**src/rtl/cordic_share_arbiter.sv**
```systemverilog
// Shares one CORDIC between two IQ AXI-Stream channels: packet-level round-robin
// issue, with a tag FIFO steering in-order CORDIC results back to their owner.
module cordic_share_arbiter #(
  parameter int DATA_WIDTH = 32,
  parameter int TAG_DEPTH  = 16
) (
  input  logic                          s00_axis_aclk,
  input  logic                          s00_axis_areset,

  input  logic                          s00_axis_tvalid,
  input  logic                          s00_axis_tlast,
  input  logic [DATA_WIDTH-1:0]         s00_axis_tdata,
  output logic                          s00_axis_tready,

  input  logic                          s01_axis_tvalid,
  input  logic                          s01_axis_tlast,
  input  logic [DATA_WIDTH-1:0]         s01_axis_tdata,
  output logic                          s01_axis_tready,

  output logic                          mc_axis_tvalid,
  output logic                          mc_axis_tlast,
  output logic [DATA_WIDTH-1:0]         mc_axis_tdata,
  output logic [DATA_WIDTH/8-1:0]       mc_axis_tstrb,
  input  logic                          mc_axis_tready,

  input  logic                          sc_axis_tvalid,
  input  logic                          sc_axis_tlast,
  input  logic [DATA_WIDTH-1:0]         sc_axis_tdata,
  output logic                          sc_axis_tready,

  output logic                          m00_axis_tvalid,
  output logic                          m00_axis_tlast,
  output logic [DATA_WIDTH-1:0]         m00_axis_tdata,
  output logic [DATA_WIDTH/8-1:0]       m00_axis_tstrb,
  input  logic                          m00_axis_tready,

  output logic                          m01_axis_tvalid,
  output logic                          m01_axis_tlast,
  output logic [DATA_WIDTH-1:0]         m01_axis_tdata,
  output logic [DATA_WIDTH/8-1:0]       m01_axis_tstrb,
  input  logic                          m01_axis_tready,

  output logic [1:0]                    grant,
  output logic [$clog2(TAG_DEPTH):0]    tags_inflight,
  output logic                          err_orphan
);

  localparam int PTR_W = $clog2(TAG_DEPTH);
  localparam int CNT_W = PTR_W + 1;

  typedef enum logic [1:0] {IDLE, LOCK0, LOCK1} state_t;

  state_t               state, state_next;
  logic                 rr_pref, rr_pref_next;

  logic [TAG_DEPTH-1:0] tag_mem;
  logic [PTR_W-1:0]     wr_ptr, rd_ptr;
  logic [CNT_W-1:0]     count;
  logic                 full, empty, head;
  logic                 push, pop, push_tag;

  assign full  = (count == CNT_W'(TAG_DEPTH));
  assign empty = (count == '0);
  assign head  = tag_mem[rd_ptr];

  // Issue side: the locked channel is wired straight through to the CORDIC,
  // gated only by tag FIFO space (a pop in the same cycle does not free a slot).
  always_comb begin
    state_next      = state;
    rr_pref_next    = rr_pref;
    s00_axis_tready = 1'b0;
    s01_axis_tready = 1'b0;
    mc_axis_tvalid  = 1'b0;
    mc_axis_tdata   = s00_axis_tdata;
    mc_axis_tlast   = s00_axis_tlast;
    push            = 1'b0;
    push_tag        = 1'b0;
    grant           = 2'b00;

    case (state)
      IDLE: begin
        if (s00_axis_tvalid && s01_axis_tvalid)
          state_next = rr_pref ? LOCK1 : LOCK0;
        else if (s00_axis_tvalid)
          state_next = LOCK0;
        else if (s01_axis_tvalid)
          state_next = LOCK1;
      end
      LOCK0: begin
        grant           = 2'b01;
        mc_axis_tvalid  = s00_axis_tvalid & ~full;
        s00_axis_tready = mc_axis_tready & ~full;
        push            = mc_axis_tvalid & mc_axis_tready;
        if (push && s00_axis_tlast) begin
          state_next   = IDLE;
          rr_pref_next = 1'b1;
        end
      end
      LOCK1: begin
        grant           = 2'b10;
        mc_axis_tvalid  = s01_axis_tvalid & ~full;
        s01_axis_tready = mc_axis_tready & ~full;
        mc_axis_tdata   = s01_axis_tdata;
        mc_axis_tlast   = s01_axis_tlast;
        push            = mc_axis_tvalid & mc_axis_tready;
        push_tag        = 1'b1;
        if (push && s01_axis_tlast) begin
          state_next   = IDLE;
          rr_pref_next = 1'b0;
        end
      end
      default: state_next = IDLE;
    endcase
  end

  // Return side: the head tag alone decides the destination, so a stalled
  // destination blocks the other channel too.
  assign m00_axis_tvalid = sc_axis_tvalid & ~empty & ~head;
  assign m01_axis_tvalid = sc_axis_tvalid & ~empty & head;
  assign sc_axis_tready  = ~empty & (head ? m01_axis_tready : m00_axis_tready);
  assign pop             = sc_axis_tvalid & sc_axis_tready;

  assign m00_axis_tdata  = sc_axis_tdata;
  assign m00_axis_tlast  = sc_axis_tlast;
  assign m01_axis_tdata  = sc_axis_tdata;
  assign m01_axis_tlast  = sc_axis_tlast;

  assign mc_axis_tstrb   = '1;
  assign m00_axis_tstrb  = '1;
  assign m01_axis_tstrb  = '1;
  assign tags_inflight   = count;

  always_ff @(posedge s00_axis_aclk) begin
    if (s00_axis_areset) begin
      state      <= IDLE;
      rr_pref    <= 1'b0;
      wr_ptr     <= '0;
      rd_ptr     <= '0;
      count      <= '0;
      err_orphan <= 1'b0;
    end else begin
      state   <= state_next;
      rr_pref <= rr_pref_next;
      if (push)
        wr_ptr <= wr_ptr + PTR_W'(1);
      if (pop)
        rd_ptr <= rd_ptr + PTR_W'(1);
      case ({push, pop})
        2'b10:   count <= count + CNT_W'(1);
        2'b01:   count <= count - CNT_W'(1);
        default: count <= count;
      endcase
      if (sc_axis_tvalid && empty)
        err_orphan <= 1'b1;
    end
  end

  // Tag storage needs no reset; only entries between the pointers are ever read.
  always_ff @(posedge s00_axis_aclk) begin
    if (push)
      tag_mem[wr_ptr] <= push_tag;
  end

endmodule
```
**config.mk**
```make
export PLATFORM = sky130hd
export DESIGN_NAME = cordic_share_arbiter
export DESIGN_NICKNAME = d
export VERILOG_FILES = /design/src/rtl/cordic_share_arbiter.sv
export SDC_FILE = /design/constraint.sdc
export NUM_CORES = 1
export LEC_CHECK = 0
export CORE_ASPECT_RATIO = 1.75
export CORE_UTILIZATION = 30
export DETAILED_ROUTE_END_ITERATION = 7
export HOLD_SLACK_MARGIN = 0.05
export MAX_ROUTING_LAYER = met4
export PLACE_DENSITY_LB_ADDON = 0.2
export SYNTH_ARGS = -nofsm -noshare
export SYNTH_HDL_FRONTEND = slang
export SYNTH_SLANG_ARGS = --single-unit
```
**constraint.sdc**
```tcl
create_clock -name s00_axis_aclk -period 3 [get_ports s00_axis_aclk]
set_input_delay 0.6 -clock s00_axis_aclk [delete_from_list [all_inputs] [get_ports s00_axis_aclk]]
set_output_delay 0.6 -clock s00_axis_aclk [all_outputs]
set_load 0.05 [all_outputs]
```
* Yosys cells after proc, flatten, opt, wreduce, memory -nomap -nowiden *
Cells that the tools add are included.

word-level totals
  register bits after elaboration = 33
  bits of input ports = 107
  output and inout bits = 125
  logic and storage cells = 71

cells by class
  add/sub/neg operators = 4
  magnitude comparators = 3
  equality and inequality tests = 8
  muxes and demuxes = 25
  bitwise gates (word level) = 13
  reductions and logical operators = 11

operators by type and width
  kind                 count
  $mux 32              1
  $bwmux 16            1
  $mux 2               6
  $and 1x1->1          10
  $lt 4x5->1 const B   2
  $pmux 5 s2           1
  $mux 1               9
  $add 4x1->4 const B  2
  $pmux 1 s2           3
  $pmux 2 s3           1
  $reduce_and 3->1     2
  $add 5x1->5 const B  1
  $eq 5x5->1 const B   1
  $logic_and 1x1->1    5
  $logic_not 5->1      1
  $sub 5x1->5 const B  1
  $bmux 1 s4           1
  $demux 1 s4          1
  $eq 2x1->1 const B   2
  $eq 2x2->1 const B   2
  $ge 4x1->1 const B   1
  $ne 2x2->1 const B   2
  $ne 4x4->1 const B   1
  $pmux 2 s2           1
  other kinds (3)      6

* Depth between registers and ports, before layout *
Gate-level depths: netlist of the first run.

  depth in word-level cells = 7
  mapped depth = 16
  mapped depth without buffers = 14

* Least setup slack after synthesis of the first run *
Ideal clock, no wire load.

  path kind = reg-to-reg
  start = register count[0] (netlist: tags_inflight[0])
  end = register count[4] (netlist: tags_inflight[4])
  arrival time = 3,164 ps
  setup slack = -234 ps
  stages on the path, launching flop included = 14
  path buffers = 1
  cells stage by stage = dfxtp_1 > or4_4 > nor2_2 > nor2b_1 > clkbuf_1 > nand2_1 > mux2i_4 > ha_1 > fa_1 > a21o_1 > a21oi_1 > xor2_1 > or3_1 > a21oi_1

between the ends
  elaborated cells on any way between the ends = 17
  classes of those cells = add/sub (2); eq/ne (3); mux (2); bitwise (8); reduce/logical (2)

RTL lines
  item                                             line  RTL
  from (decl)                                      58    logic [CNT_W-1:0] count;
  from (signal assigned)                           149   2'b10: count <= count + CNT_W'(1);
  from (signal assigned)                           150   2'b01: count <= count - CNT_W'(1);
  from (signal assigned)                           151   default: count <= count;
  $logic_not 5->1 (*)                              63    assign empty = (count == '0);
  $not 1->1 (*)                                    120   assign sc_axis_tready = ~empty & (head ? m01_axis_tready : m00_axis_tready);
  $and 1x1->1 (*)                                  120
  $and 1x1->1 (*)                                  121   assign pop = sc_axis_tvalid & sc_axis_tready;
  net pop                                          60    logic push, pop, push_tag;
  $eq 2x1->1 or $eq 2x2->1 (tied branches)         148   case ({push, pop})
  $pmux 5 s2 or $reduce_bool 2->1 (tied branches)  -

Mark *: on every way through the listed nets, which the timed path passes. The rest lies on a longest branch.
A chain may end at the register's enable or synchronous reset.

* Worst setup path after layout of the first run *
  start = register rd_ptr[0]
  end = register count[4] (netlist: tags_inflight[4])

between the ends
  word-level cells in the longest chain between the ends = 7
  elaborated cells on any way between the ends = 9
  classes of those cells = eq/ne (2); mux (4); bitwise (2); reduce/logical (1)

RTL lines
  item                                             line  RTL
  from (decl)                                      57    logic [PTR_W-1:0] wr_ptr, rd_ptr;
  from (signal assigned)                           147   rd_ptr <= rd_ptr + PTR_W'(1);
  $bmux 1 s4 (*)                                   64    assign head = tag_mem[rd_ptr];
  $mux 1 (implied by the code) (*)                 64
  $mux 1 (*)                                       120
  $and 1x1->1 (*)                                  120
  $and 1x1->1 (*)                                  121
  net pop                                          60
  $eq 2x1->1 or $eq 2x2->1 (tied branches)         148
  $pmux 5 s2 or $reduce_bool 2->1 (tied branches)  -

Mark *: on every way through the listed nets, which the timed path passes. The rest lies on a longest branch. The select of a mux whose other input is x is not followed.

==> summary.md, run 1 <==
| Metric | Value |
|---|---|
| Skew-Pair Late Insertion Delay | `0.29 ns` |
| Gp weighted congestion | `between 0.7 and 0.8` |
| Seq/Total Area, Yosys | `between 20% and 30%` |
| # rows | `between 40 and 50` |
| Critical setup path kind | `reg2reg` |
| First-pass GRT wire length | `12.0 mm` |
| Max-cap check violation count | `0` |
| Final Instance Area | `a little under 4000 um^2` |
| Fillers | `~890` |
| Highest clock rate | `between 300 and 400 MHz` |
| Area after DPL | `3700 um^2` |
| Final slew viol count | `0` |
| Routed length per instance | `around 17 um` |
| IO Count | `around 230` |
| Clock Tree Root | `clkbuf_16` |
| Post-synth EDFFs | `16` |
| WP data arrival | `approximately 3.1 ns` |
| Total Die Area | `about 9900 um^2` |
| Clock skew | `roughly 0.005 ns` |
| Largest net degree at the start of global routing | `54` |
| CTS tree | `built` |
| Fin. Hold Viols | `0` |
| H-Tree Level Count | `2` |
| CP Cell Sequence | `mux4_2 > a22oi_4 > nand2_4 > mux2i_4 > ha_4 > fa_2 > a21o_1 > a21oi_2 > xor2_1 > or3_1 > a21oi_1` |
| Synth cell types | `between 40 and 50` |
| # clock sinks | `33` |
| RSZ-0062 raised after global routing | `yes` |
| Layout cells sized above 1 | `around a third` |
| M1 GR Usage | `between 15 and 20%` |
| Routed Antenna Nets | `0` |
| Chip Height | `roughly 130 um` |
| Final period util | `97.8%` |
| Asr flop ratio synth | `0%` |
| PnR worst setup slack | `between 0.06 and 0.07 ns` |
| Core Area | `between 9000 and 10,000 um^2` |
| Synth Flop Type | `dfxtp_1` |
| Hold WS | `roughly 0.48 ns` |
| Die X | `~76 um` |
| Nets | `482` |
| Clock tree buffer depth | `2` |
| Grt met2 use | `between 20% and 30%` |
| Vias per cell | `roughly 4.7` |
| Via count | `2,252` |
| Leakage dissipation | `roughly 1.5 nW` |
| Critical path's slowest cell | `mux4_2` |
| Initial core utilization | `a little under a third` |
| Initial antenna violation count | `0` |
| Worst setup SP type | `flop` |
| Most Used Layer, Global Route | `met2` |
| Worst-path maximum fanout | `6` |
| CTS Buf Count | `5` |
| DR pass1 iterations | `4` |
| Post-place setup slack | `-0.222 ns` |
| Routed wire length | `approximately 8.3 mm` |
| PortBufs | `120` |
| Vias in the first global route | `2,376` |
| Worst slew margin | `a little under half` |
| Met3 usage in global routing | `3.67%` |
| Final setup fails | `0` |
| Post-DP HPWL | `6.80 mm` |
| Drt initial violations | `54` |
| All-Layer GR Usage | `approximately 18%` |
| Period minus WS final | `roughly 2.9 ns` |
| PD cells | `approximately 440 nW/um^2` |
| Flops & latches, synth | `33` |
| Synth-to-Final Area Change | `37.2%` |
| Cells after DPL | `~470` |
| ANT cells | `0` |
| Drt drc | `0` |
| Syn avg cell area | `between 9 and 10 um^2` |
| Worst path max stage delay | `0.54 ns` |
| Yosys warns | `0` |
| Required @ worst endpoint | `~3.2 ns` |
| Clk slew on worst S/H paths | `around 0.060 ns` |
| Critical path endpoint category | `flop` |
| Status | `complete, no violations` |
| Total global routing overflow | `0` |
| Synth Cell Area | `roughly 2900 um^2` |
| Gate count of the mapped netlist | `~300` |
| Peak supply drop | `0.250 mV` |
| Min-delay worst type | `reg2reg` |
| Post-route insts no fill | `just under 500` |
| Least-Margin Pin Slew | `between 0.8 and 0.9 ns` |
==> state kept, by name, indices dropped and copies added, names as in the netlist <==
register / flops
tag_mem: 16
tags_inflight: 5
rd_ptr: 4
wr_ptr: 4
state: 2
err_orphan: 1
rr_pref: 1
==> cells in the mapped netlist, types with 2 or more instances <==
cell type   n  area, um^2
nor2b_1     5        31.3
xor2_1      5        43.8
clkbuf_1    6        22.5
and2_1      4        25.0
a32oi_1     2        17.5
nand2b_1    5        31.3
nor3_1      4        20.0
a21oi_1     9        45.0
nand2_1     9        33.8
buf_4      79         593
inv_1       9        33.8
xnor2_1     2        17.5
ha_1       13         163
nor2_1     31         116
buf_1       4        15.0
edfxtp_1   16         480
mux2i_1    10         100
a21o_1      2        15.0
o21ai_0     3        15.0
a221oi_2    2        30.0
dfxtp_1    17         340
nand3_1     4        20.0
mux2_1      2        22.5
mux4_2      2        45.0
o2111ai_1   2        17.5
mux2_2     33         372
==> through the flow <==
stage / TNS [ns] / util [%] / power, mW
5_1_grt: -0.0844 / 42.8 / 1.80
3_3_place_gp: -0.109 / 40.4 / 1.16
2_1_floorplan: 0 / - / 1.17
6_report: 0 / 42.8 / 1.73
4_1_cts: 0 / 42.3 / 1.75
3_5_place_dp: -0.262 / 40.4 / 1.16
==> final cells by class <==
cell class	instances	area [um^2]	area share, %
inverter	9	33.8	0.862
multi-input combinational	177	1450	36.9
tap	120	150	3.83
clock inverter	2	33.8	0.862
timing repair buffer	135	1290	33.0
sequential	33	833	21.3
clock buffer	6	129	3.29
==> final timing paths <==
path                      startpoint                       endpoint  slack, ns  cells after the start
max reg2reg   rd_ptr[0]$_SDFFE_PP0P_  tags_inflight[4]$_SDFFE_PP0P_       0.07                     11
min reg2reg  err_orphan$_SDFFE_PP0P_        err_orphan$_SDFFE_PP0P_       0.48                      2
min          err_orphan$_SDFFE_PP0P_        err_orphan$_SDFFE_PP0P_       0.48                      2
max           rd_ptr[0]$_SDFFE_PP0P_  tags_inflight[4]$_SDFFE_PP0P_       0.07                     11
==> metal layers <==
layer,share of wire (%),vias to the layer above
met5,0,-
met4,6.7,0
met3,8.3,60
met2,50,153
met1,35,995
li1,-,1044
==> power breakdown <==
group	total [mW]	switching [mW]	internal, mW
registers	0.495	0.00866	0.486
clock network	0.581	0.192	0.389
logic	0.657	0.389	0.268
total	1.73	0.589	1.14
==> cell families after synthesis <==
group           Yosys count  share of synthesized area (%)
buf+inv                 100                           23.8
xor+xnor                  7                           2.15
compound gates           26                           6.92
mux                      49                           20.2
flops                    33                           28.7
other cells               1                          0.131
fa+ha+maj                14                           6.40
simple gates             69                           11.6
==> worst max-delay path: cells and delay by family, from the launching register on <==
| kind | cells | cell delay [ns] |
|---|---|---|
| compound gates | 4 | 0.67 |
| flops | 1 | 0.40 |
| simple gates | 2 | 0.39 |
| fa+ha+maj | 2 | 0.53 |
| mux | 2 | 0.75 |
| xor+xnor | 1 | 0.09 |
==> what timing repair did <==
action,in CTS,in global routing
gates resized for setup,6,4
setup endpoints to repair,3,2
setup buffers,0,1
hold buffers,0,0
pin swaps,0,6
==> cell usage in the layout (no fill, tap or decap), types with 6 or more instances in the layout <==
master           count
edfxtp_1            16
conb_1              12
a21oi_1              8
dfxtp_1             11
mux2i_1              9
nor2_1              31
buf_4               48
buf_12               6
mux2_2              33
nand2_1              9
ha_1                10
inv_1                9
clkdlybuf4s50_1     80
No activity file was read; power rests on OpenSTA's default activity.
==> run 2: changes to the inputs <==
--- a/config.mk
+++ b/config.mk
@@ -8,6 +8,7 @@
 export CORE_ASPECT_RATIO = 1.75
 export CORE_UTILIZATION = 30
 export DETAILED_ROUTE_END_ITERATION = 7
+export GPL_ROUTABILITY_DRIVEN = 0
 export HOLD_SLACK_MARGIN = 0.05
 export MAX_ROUTING_LAYER = met4
 export PLACE_DENSITY_LB_ADDON = 0.2
==> results of run 2 <==
Same layout as run 1: the final DEF is identical, and so are final timing and power.
==> run 3: changes to the inputs <==
--- a/config.mk
+++ b/config.mk
@@ -6,6 +6,7 @@
 export NUM_CORES = 1
 export LEC_CHECK = 0
 export CORE_ASPECT_RATIO = 1.75
+export CORE_MARGIN = 10
 export CORE_UTILIZATION = 30
 export DETAILED_ROUTE_END_ITERATION = 7
 export GPL_ROUTABILITY_DRIVEN = 0
==> summary.md, run 3 (same netlist as run 1, synthesis figures left out) <==
| Metric | Value |
|---|---|
| Status | `complete, no violations` |
| Final Instance Area | `3930 um^2` |
| Clock tree buffer depth | `2` |
| Highest clock rate | `between 300 and 400 MHz` |
| Die X | `93.7 um` |
| Worst path max stage delay | `between 0.5 and 0.6 ns` |
| Pwr Total | `1.75 mW` |
| # rows | `between 40 and 50` |
| Max-cap check violation count | `0` |
| WP data arrival | `roughly 3.1 ns` |
| All-Layer GR Usage | `11.9%` |
| First-pass GRT wire length | `approximately 13 mm` |
| Nets | `approximately 490` |
| Part of the power in registers | `around 28%` |
| RSZ-0062 raised after global routing | `no` |
| Area of the multi-input gates | `1420 um^2` |
| Internal power | `1.15 mW` |
| Largest Register | `tag_mem` |
| Area after DPL | `around 3700 um^2` |
| Clk slew on worst S/H paths | `approximately 0.06 ns` |
| Post-route insts no fill | `a little under 500` |
| WP buf/inv | `0` |
| Cells after DPL | `around 480` |
| Crit path max-delay family | `multiplexers` |
| CTS Buf Count | `5` |
| Final setup fails | `0` |
| FF+latch area | `833 um^2` |
| DR pass1 iterations | `4` |
| Switch share | `34.2%` |
| Final period util | `a little over nine tenths` |
| IO Count | `between 200 and 250` |
| Peak supply drop | `between 0.2 and 0.25 mV` |
| PD cells | `roughly 440 nW/um^2` |
| Final Util | `a little over two fifths` |
| Worst setup SP type | `flop` |
| Drt drc | `0` |
| Required @ worst endpoint | `about 3.2 ns` |
| Routed length per instance | `16.5 um` |
| Hold-fix buffers, CTS | `0` |
| Chip Height | `149 um` |
| Total global routing overflow | `0` |
| Vias in the first global route | `approximately 2,600` |
| Worst slew margin | `62.3%` |
| Period minus WS final | `about 2.9 ns` |
| Fillers | `approximately 950` |
| Critical path's slowest cell | `mux4_2` |
| Drt initial violations | `roughly 110` |
| Initial core utilization | `a little over 30%` |
| Critical setup path kind | `reg2reg` |
| Most frequent cells in the layout | `clkdlybuf4s50_1 (80), buf_4 (54), mux2_2 (33)` |
| Worst-path maximum fanout | `7` |
| Largest net degree at the start of global routing | `54` |
| CP Cell Sequence | `mux4_2 > a22oi_4 > nand2_4 > mux2i_4 > ha_4 > fa_2 > a21o_1 > a21oi_2 > xor2_1 > or3_1 > a21oi_1` |
| Gate power share | `a little under two fifths` |
| Vias per cell | `4.53` |
| Skew-Pair Late Insertion Delay | `between 0.2 and 0.3 ns` |
| Clock power share | `approximately 34%` |
| Clock skew | `roughly 0.0024 ns` |
| Layout cells sized above 1 | `between 30% and 40%` |
| Critical path endpoint category | `flop` |
| Final slew viol count | `0` |
| Routed Antenna Nets | `0` |
| H-Tree Level Count | `2` |
| ANT cells | `0` |
| CTS tree | `built` |
| Sw Pwr | `between 500 and 600 uW` |
| PortBufs | `120` |
| Post-DP HPWL | `6.96 mm` |
| Leakage dissipation | `approximately 1.6 nW` |
| Routed wire length | `8.09 mm` |
| Total Die Area | `~14,000 um^2` |
| Initial antenna violation count | `0` |
| Min-delay worst type | `reg2reg` |
| Synth-to-Final Area Change | `37.8%` |
| Fin. Hold Viols | `0` |
| Max FFs per register | `16` |
| Clock Tree Root | `clkbuf_16` |
| Core Area | `around 9400 um^2` |
| Via count | `between 2,000 and 2,500` |
| # clock sinks | `33` |
| Least-Margin Pin Slew | `between 0.5 and 0.6 ns` |
| Most common cell after layout, fill and taps aside | `clkdlybuf4s50_1` |
run 3: metrics by stage:
| stage | hold slack, ns | setup slack [ns] | setup TNS (ns) |
|---|---|---|---|
| 3_3_place_gp | 0.470 | -0.0969 | -0.0969 |
| 4_1_cts | 0.483 | 0.0347 | 0 |
| 3_5_place_dp | 0.468 | -0.131 | -0.179 |
| 2_1_floorplan | 0.484 | 0.0304 | 0 |
| 5_1_grt | 0.509 | 0.00712 | 0 |
| 6_report | 0.473 | 0.140 | 0 |
run 3: layout make-up:
cell class	instances	area share (%)
repair buffers	140	33.7
well taps	122	3.88
clock buffers	5	3.18
inverters	9	0.859
clock inverters	3	1.18
flip-flops and latches	33	21.2
multi-input cells	177	36.0
run 3: power by group through the flow:
stage | clock network [mW] | registers [mW] | logic, mW
floorplan | 0 | 0.511 | 0.663
global placement | 0 | 0.505 | 0.658
detailed placement | 0 | 0.505 | 0.662
CTS | 0.610 | 0.495 | 0.665
global route | 0.626 | 0.496 | 0.696
finish | 0.594 | 0.495 | 0.657
run 3: path summary, 6_finish.rpt:
path / start / to / slack, ns / cells past startpoint
worst max-delay path: rd_ptr[0]$_SDFFE_PP0P_ / tags_inflight[4]$_SDFFE_PP0P_ / 0.14 / 11
worst min-delay path: err_orphan$_SDFFE_PP0P_ / err_orphan$_SDFFE_PP0P_ / 0.47 / 2
worst max register to register: rd_ptr[0]$_SDFFE_PP0P_ / tags_inflight[4]$_SDFFE_PP0P_ / 0.14 / 11
worst min register to register: err_orphan$_SDFFE_PP0P_ / err_orphan$_SDFFE_PP0P_ / 0.47 / 2
run 3: worst reg2reg max path, delay by kind of cell (launching register included):
| family | cells | cell delay [ns] |
|---|---|---|
| muxes | 2 | 0.76 |
| AOI/OAI and AO/OA | 4 | 0.64 |
| adders and majority gates | 2 | 0.53 |
| DFF | 1 | 0.41 |
| and+or+nand+nor | 2 | 0.39 |
| xor gates and xnor gates | 1 | 0.08 |
run 3: metal layers:
metal | global-route usage [%] | up-vias | wire length [um]
met5 | - | - | 0
met4 | 6.26 | 0 | 191
met3 | 5.44 | 14 | 927
met2 | 19.4 | 158 | 3930
met1 | 11.6 | 985 | 3040
li1 | - | 1056 | -
run 3: timing repair:
action                     in CTS  in global routing
setup endpoints to repair       2                  2
gates resized for setup         2                  3
buffers inserted                1                  1
pin swaps                       1                  7
hold endpoints to repair        0                  0
